## src/rtl/ddr_pkg.sv

```systemverilog
// Shared constants for the UART transmit scheduler: byte width and FSM state encoding.
package ddr_pkg;

  localparam int unsigned BYTE_W = 8;

  localparam logic [1:0] ST_IDLE = 2'd0;
  localparam logic [1:0] ST_XFER = 2'd1;
  localparam logic [1:0] ST_GAP  = 2'd2;

endpackage

```

## src/rtl/rr_arbiter.sv

```systemverilog
// Combinational round-robin pick: first asserted request after ptr, wrapping modulo N.
module rr_arbiter #(
  parameter int unsigned N = 4
) (
  input  logic [N-1:0]         req,
  input  logic [$clog2(N)-1:0] ptr,
  output logic [N-1:0]         gnt,
  output logic [$clog2(N)-1:0] gnt_idx
);

  localparam int unsigned IDX_W = $clog2(N);

  logic [IDX_W-1:0] idx;
  logic             found;

  // Walk ptr+1 .. ptr+N so the last owner is considered last.
  always_comb begin
    gnt     = '0;
    gnt_idx = '0;
    idx     = '0;
    found   = 1'b0;
    for (int unsigned i = 1; i <= N; i++) begin
      idx = IDX_W'((32'(ptr) + i) % N);
      if (!found && req[idx]) begin
        found        = 1'b1;
        gnt[idx]     = 1'b1;
        gnt_idx      = idx;
      end
    end
  end

endmodule

```

## src/rtl/uart_tx_scheduler.sv

```systemverilog
// Round-robin, packet-granular sharing of one UART byte stream among N_REQ requesters,
// with a MAX_PKT byte cap per grant and GAP_CYCLES idle cycles between packets.
module uart_tx_scheduler
  import ddr_pkg::*;
#(
  parameter int unsigned N_REQ      = 4,
  parameter int unsigned MAX_PKT    = 32,
  parameter int unsigned GAP_CYCLES = 16
) (
  input  logic                    clk,
  input  logic                    rst,
  input  logic [N_REQ-1:0]        req_valid,
  input  logic [BYTE_W*N_REQ-1:0] req_data,
  input  logic [N_REQ-1:0]        req_last,
  output logic [N_REQ-1:0]        req_ready,
  output logic [BYTE_W-1:0]       tx_data,
  output logic                    tx_valid,
  input  logic                    tx_ready,
  output logic [N_REQ-1:0]        grant,
  output logic                    busy,
  output logic                    trunc
);

  localparam int unsigned IDX_W = $clog2(N_REQ);
  localparam int unsigned CNT_W = $clog2(MAX_PKT + 1);
  localparam int unsigned GAP_W = (GAP_CYCLES > 0) ? $clog2(GAP_CYCLES + 1) : 1;

  logic [1:0]       state_q,    state_d;
  logic [N_REQ-1:0] grant_q,    grant_d;
  logic [IDX_W-1:0] owner_q,    owner_d;
  logic [IDX_W-1:0] rr_ptr_q,   rr_ptr_d;
  logic [CNT_W-1:0] byte_cnt_q, byte_cnt_d;
  logic [GAP_W-1:0] gap_cnt_q,  gap_cnt_d;
  logic             trunc_q,    trunc_d;

  logic [N_REQ-1:0] arb_gnt;
  logic [IDX_W-1:0] arb_idx;
  logic             xfer;
  logic             beat;
  logic             last_byte;
  logic             cap_hit;

  rr_arbiter #(.N(N_REQ)) u_arb (
    .req     (req_valid),
    .ptr     (rr_ptr_q),
    .gnt     (arb_gnt),
    .gnt_idx (arb_idx)
  );

  assign grant = grant_q;
  assign trunc = trunc_q;
  assign busy  = (state_q != ST_IDLE);

  // Unbuffered pass-through from the current owner to the serializer.
  always_comb begin
    xfer      = (state_q == ST_XFER);
    tx_valid  = xfer & req_valid[owner_q];
    req_ready = xfer ? (grant_q & {N_REQ{tx_ready}}) : '0;
    tx_data   = '0;
    for (int unsigned i = 0; i < N_REQ; i++) begin
      if (owner_q == IDX_W'(i)) tx_data = req_data[i*BYTE_W +: BYTE_W];
    end
  end

  assign beat      = tx_valid & tx_ready;
  assign last_byte = req_last[owner_q];
  assign cap_hit   = (byte_cnt_q == CNT_W'(MAX_PKT - 1));

  always_comb begin
    state_d    = state_q;
    grant_d    = grant_q;
    owner_d    = owner_q;
    rr_ptr_d   = rr_ptr_q;
    byte_cnt_d = byte_cnt_q;
    gap_cnt_d  = gap_cnt_q;
    trunc_d    = 1'b0;
    case (state_q)
      ST_IDLE: begin
        if (|req_valid) begin
          grant_d    = arb_gnt;
          owner_d    = arb_idx;
          rr_ptr_d   = arb_idx;
          byte_cnt_d = '0;
          state_d    = ST_XFER;
        end
      end
      ST_XFER: begin
        if (beat) begin
          byte_cnt_d = byte_cnt_q + CNT_W'(1);
          // A real last on the capped byte is a normal end, not a truncation.
          if (last_byte || cap_hit) begin
            trunc_d    = ~last_byte;
            grant_d    = '0;
            byte_cnt_d = '0;
            gap_cnt_d  = '0;
            state_d    = (GAP_CYCLES != 0) ? ST_GAP : ST_IDLE;
          end
        end
      end
      ST_GAP: begin
        gap_cnt_d = gap_cnt_q + GAP_W'(1);
        if (gap_cnt_q == GAP_W'(GAP_CYCLES - 1)) begin
          gap_cnt_d = '0;
          state_d   = ST_IDLE;
        end
      end
      default: begin
        state_d = ST_IDLE;
        grant_d = '0;
      end
    endcase
  end

  // Reset leaves requester 0 as the first to be served.
  always_ff @(posedge clk) begin
    if (rst) begin
      state_q    <= ST_IDLE;
      grant_q    <= '0;
      owner_q    <= '0;
      rr_ptr_q   <= IDX_W'(N_REQ - 1);
      byte_cnt_q <= '0;
      gap_cnt_q  <= '0;
      trunc_q    <= 1'b0;
    end else begin
      state_q    <= state_d;
      grant_q    <= grant_d;
      owner_q    <= owner_d;
      rr_ptr_q   <= rr_ptr_d;
      byte_cnt_q <= byte_cnt_d;
      gap_cnt_q  <= gap_cnt_d;
      trunc_q    <= trunc_d;
    end
  end

endmodule
```

## config.mk

```make
export PLATFORM = sky130hd
export DESIGN_NAME = uart_tx_scheduler
export DESIGN_NICKNAME = d
export VERILOG_FILES = /design/src/rtl/ddr_pkg.sv /design/src/rtl/rr_arbiter.sv /design/src/rtl/uart_tx_scheduler.sv
export SDC_FILE = /design/constraint.sdc
export NUM_CORES = 1
export LEC_CHECK = 0
export CAP_MARGIN = 20
export CORE_MARGIN = 2
export CORE_UTILIZATION = 40
export CTS_BUF_LIST = sky130_fd_sc_hd__clkbuf_4
export DETAILED_ROUTE_END_ITERATION = 6
export GPL_ROUTABILITY_DRIVEN = 0
export GPL_TIMING_DRIVEN = 1
export PLACE_DENSITY = 0.86
export SYNTH_ARGS = -nofsm -noshare
export SYNTH_HDL_FRONTEND = slang
export SYNTH_SLANG_ARGS = --single-unit
```

## constraint.sdc

```tcl
create_clock -name clk -period 2.3 [get_ports clk]
set_input_delay 0.345 -clock clk [delete_from_list [all_inputs] [get_ports clk]]
set_output_delay 0.345 -clock clk [all_outputs]
set_load 0.01 [all_outputs]
```

==> results of run 1 <==
## registers in the layout (all words and copies together) (netlist names)
name        flops
byte_cnt_q      6
gap_cnt_q       5
grant           4
owner_q         2
rr_ptr_q        2
state_q         2
trunc           1
## kinds of logic (layout without fill, tap and decap cells)
kind of cell / count (synthesis) / count (layout)
compound gates: 39 / 39
xor+xnor: 5 / 5
fa+ha+maj: 10 / 10
buf+inv: 16 / 88
flops: 22 / 22
mux: 16 / 16
simple gates: 64 / 64
## synthesized netlist by cell type (4+ instances only)
| cell | number | area [sq um] |
|---|---|---|
| nand3_1 | 6 | 30.0 |
| nand2_1 | 14 | 52.6 |
| ha_1 | 10 | 125 |
| nor3_1 | 4 | 20.0 |
| nand2b_1 | 4 | 25.0 |
| and3_1 | 6 | 37.5 |
| inv_1 | 7 | 26.3 |
| nor2_1 | 18 | 67.6 |
| a21oi_1 | 8 | 40.0 |
| nand4_1 | 4 | 25.0 |
| a22oi_1 | 8 | 60.1 |
| mux4_2 | 13 | 293 |
| o221ai_1 | 5 | 43.8 |
| dfxtp_1 | 22 | 440 |
## worst max-delay path by stage
stage               depth (start not counted)       endpoint  slack (ns)    startpoint
floorplan                                   9    rr_ptr_q[1]        0.07   rr_ptr_q[0]
global placement                            4       tx_valid       -0.03  req_valid[0]
detailed placement                          7  byte_cnt_q[0]       -0.08  req_valid[0]
CTS                                         3     tx_data[7]        0.02    owner_q[0]
global route                                3     tx_data[4]       0.003    owner_q[0]
finish                                      3     tx_data[0]        0.06    owner_q[0]
## timing repair
action | 4_1_cts | 5_1_grt
cloned | 0 | 0
endpoints found under the hold margin | 0 | 0
setup endpoints to repair | 2 | 8
gates resized for setup | 3 | 2
## layout make-up
class                   instances  area share
clock buffers                   3     0.00928
clock inverters                 1     0.00155
inverters                       7      0.0108
multi-input cells             134       0.469
flip-flops and latches         22       0.181
well taps                      50      0.0258
repair buffers                 77       0.303
## layer usage
metal  share of wire  vias up  wire length, um  track usage
met5               0        -                0            0
met4           0.020        0               85       0.0650
met3           0.028       10              120       0.0260
met2            0.52       35             2250        0.365
met1            0.43      786             1890        0.257
li1                -      801                -            -
## stage by stage
step                TNS [ns]  area [sq um]  hold slack [ns]   util
floorplan                  0          1670            0.465      -
global placement     -0.0292          2390            0.465  0.599
detailed placement    -0.450          2390            0.475  0.599
CTS                        0          2420            0.506  0.605
global route               0          2430            0.527  0.607
finish                     0          2430            0.504  0.607
## power by group through the flow
stage | registers, mW | clock network, mW | logic, mW
2_1_floorplan | 0.544 | 0 | 1.02
3_3_place_gp | 0.518 | 0 | 1.58
3_5_place_dp | 0.521 | 0 | 1.61
4_1_cts | 0.514 | 0.183 | 1.62
5_1_grt | 0.527 | 0.205 | 1.75
6_report | 0.517 | 0.181 | 1.61
## worst register-to-register path, cell delays in order, from the launching register on
cell      delay [ns]
dfxtp_1         0.36
inv_1           0.11
ha_1            0.44
mux4_2          0.40
nand2b_1        0.13
nor2_1          0.06
o31ai_2         0.31
o221ai_1        0.15
==> impl_metrics.ini, run 1 <==
[critical_path]
crit_path_end_kind = primary output
cp.required_ns = 1.96
crit_family = buffers and inverters
crit_type = register to primary output
reg2regPathDepth = 7
crit_path_cell_trace = buf_6 > mux4_2 > clkdlybuf4s50_1
slowest_delay_ns = 0.52
r2r_slack_ns = 0.20
critPathBufInv = 2
cp.arrival_ns = 1.89
r2r-end = rr_ptr_q[1]
crit_slowest_cell = mux4_2
cp-start-kind = register
path_max_fanout = 8
rr_startpoint = rr_ptr_q[0]

[floorplan]
num_rows = 23
die_area_sq_mm = 0.00470
io_pins = 62
die_w_um = 68.6
core_area_sq_mm = 0.00400
die_h_um = 68.6
start_util = 0.417

[placed_design]
place_hpwl_mm = 3.55
post-place-ws_ns = -0.0839
dp.cells = 290
port_buffers = 61

[hold_path]
hp-class = register to register
min_from = grant[2]
min_to = grant[2]
hold_depth = 2

[global_routing]
grt_pass1_wl_mm = 7.33
overflow = 0
grt_max_degree = 14
antenna_found_initial = 0
grt_pass1_vias = 1617
grtUsageTotal = 0.206

[clock_network]
insertion_delay_ns = 0.31
h-tree-depth = 1
tritoncts = built
cts_root_buf = clkbuf_4
clock_path_buffers = 2
cts_setup_buffers = 0
clkSinkCount = 22
cts_made_buffers = 3
clk_pin_slew_ns = 0.12
cts.hold.buffers_added = 0

[synthesis]
syn-num-nets = 225
synthAdderAreaFrac = 0.0750
yosys-mux-area-fraction = 0.203
synth_top_family_by_area = multiplexers
synth_seq_cells = 22
netlist_area_sq_mm = 0.00167
yosysWarnings = 0
ys_seq_area_frac = 0.264
yosysUniqueCellTypes = 42
synth_xor_area_frac = 0.0263
ys_async_sr_fraction = 0
synth.avg_cell_area_sq_um = 9.70
synth-compound-area-share = 0.188
synthSimpleGateAreaFrac = 0.188
synth_edf_count = 0
synth_cells = 172
yosys_most_used_dff = dfxtp_1

[power_and_ir_drop]
switchingPower_mw = 0.941
switching_share = 0.407
powerDensity_mw_per_mm2 = 952
ir_worst_vdd_v = 0.000503
power_frac_comb = 0.698
p_seq_frac = 0.224
clockPowerShare = 0.078
p_int_mw = 1.37
power.leakage_nw = 0.962
p_total_mw = 2.31

[drt]
route.detailed.drc = 0
via_per_inst = 5.55
drtPass1Iterations = 4
ant_nets = 0
drt_iter0_drc = 95
wirelength_mm = 4.34
wl_per_cell_um = 14.8
vias = 1632

[final_layout]
regArea_sq_um = 440
insertedDiodeCount = 0
area_growth_syn_to_layout_pct = 45.5
instances_no_fill = 294
drive_above_1_share = 0.168
nets = 298
multi_input_area_sq_mm = 0.00114
fillers = 350
final_common_cell = clkdlybuf4s50_1
layout_common_cells = clkdlybuf4s50_1 (58), dfxtp_1 (22), nor2_1 (18)

[sta]
period_share = 0.972
skew_ns = 0.00774
worstMarginPinSlew_ns = 0.345
hold_viol = 0
rsz0062_at_grt = no
relSlewSlack = 0.769
clock.fmax_ghz = 0.447
setup_viol = 0
finalWorstSetupSlack_ns = 0.0635
min_period_ns = 2.24
drv_slew = 0

[run]
drv_cap = 0

[run_status]
status = finished clean
Power figures use the tool's default switching activity.
==> run 2, diff against run 1 <==
- CORE_UTILIZATION: 40 -> 41
- PLACE_DENSITY: 0.86 -> 0.88
==> run 2 against run 1 <==
Non-clock buffer count down 1; routed wire length up 2.1%; clock skew up 0.0019 ns; largest cell class unchanged; cell count down 0.34%; register-to-register slack better by 0.06 ns; sequential power about the same; critical path type unchanged.
==> impl_metrics.ini, run 2 (synthesis results as in run 1) <==
[sta]
hold_viol = 0
min_period_ns = 2.23
skew_ns = 0.00965
worstMarginPinSlew_ns = 0.347
whs_ns = 0.503
finalWorstSetupSlack_ns = 0.0679
period_share = 0.970
clock.fmax_ghz = 0.448
rsz0062_at_grt = no
relSlewSlack = 0.768
setup_viol = 0
drv_slew = 0

[drt]
drt_iter0_drc = 143
ant_nets = 0
route.detailed.drc = 0
via_per_inst = 5.68
drtPass1Iterations = 5
wl_per_cell_um = 15.1
vias = 1664
wirelength_mm = 4.44

[clock_network]
cts_setup_buffers = 0
insertion_delay_ns = 0.33
cts_resized = 2
cts.hold.buffers_added = 0
cts_root_buf = clkbuf_4
h-tree-depth = 1
clock_path_buffers = 2
tritoncts = built
clk_pin_slew_ns = 0.13
clkSinkCount = 22
cts_made_buffers = 3

[critical_path]
cp.required_ns = 1.96
cp-start-kind = register
crit_type = register to primary output
cp.arrival_ns = 1.89
reg2regPathDepth = 6
path_max_fanout = 8
crit_path_end_kind = primary output
r2r_slack_ns = 0.26

[global_routing]
antenna_found_initial = 0
grt_max_degree = 14
grt_pass1_wl_mm = 7.33
grt_pass1_vias = 1601
overflow = 0
grtUsageTotal = 0.208

[power_and_ir_drop]
power_frac_comb = 0.691
power.leakage_nw = 0.947
switchingPower_mw = 0.943
p_seq_frac = 0.225
switching_share = 0.409
powerDensity_mw_per_mm2 = 953
clockPowerShare = 0.084
p_total_mw = 2.30
p_int_mw = 1.36
ir_worst_vdd_v = 0.000474

[final_layout]
nets = 297
insertedDiodeCount = 0
drive_above_1_share = 0.165
layout_common_cells = clkdlybuf4s50_1 (59), dfxtp_1 (22), nor2_1 (18)
area_growth_syn_to_layout_pct = 44.9
largest_reg_flops = 6
instances_no_fill = 293
final_common_cell = clkdlybuf4s50_1
top_register = byte_cnt_q

[placed_design]
dp.cells = 289
place_hpwl_mm = 3.58
post-place-ws_ns = -0.0334
port_buffers = 61

[run]
drv_cap = 0

[floorplan]
die_w_um = 67.8
start_util = 0.420
die_area_sq_mm = 0.00459
io_pins = 62
die_h_um = 67.8
core_area_sq_mm = 0.00397
num_rows = 23

[run_status]
status = finished clean

[hold_path]
hp-class = register to register
hold_depth = 1
-- run 2: area by class of cell --
cell class              count  area (sq um)
well taps                  50          62.6
multi-input cells         134          1140
inverters                   7          26.3
clock inverters             1          3.75
repair buffers             76           724
clock buffers               3          22.5
fillers                   345          1550
flip-flops and latches     22           440
-- run 2: path summary, 6_finish.rpt --
path	start	to
max	owner_q[0]	tx_data[7]
min	gap_cnt_q[4]	gap_cnt_q[4]
min reg2reg	gap_cnt_q[4]	gap_cnt_q[4]
max reg2reg	rr_ptr_q[0]	owner_q[1]
-- run 2: worst max-delay path: stages (launching register included) --
cell,delay (ns)
dfxtp_1,0.37
buf_6,0.17
mux4_2,0.52
clkdlybuf4s50_1,0.50
-- run 2: power by group through the flow --
stage | sequential, mW | clock (mW) | combinational [mW]
floorplan | 0.544 | 0 | 1.02
finish | 0.519 | 0.193 | 1.59
global placement | 0.520 | 0 | 1.56
global route | 0.528 | 0.209 | 1.73
detailed placement | 0.524 | 0 | 1.60
CTS | 0.516 | 0.195 | 1.59
-- run 2: metal layers --
| metal | GRT usage | vias up | part of all wire |
|---|---|---|---|
| met3 | 0.0217 | 4 | 0.033 |
| met1 | 0.261 | 833 | 0.43 |
| met5 | 0 | - | 0 |
| met4 | 0.0700 | 0 | 0.011 |
| li1 | - | 798 | - |
| met2 | 0.371 | 29 | 0.53 |
-- run 2: per-stage QoR --
step           setup TNS [ns]   util  instance area (sq um)
6_report                    0  0.609                   2420
5_1_grt                     0  0.609                   2420
4_1_cts                     0  0.607                   2410
3_5_place_dp          -0.0539  0.601                   2390
3_3_place_gp                0  0.601                   2390
2_1_floorplan               0      -                   1670
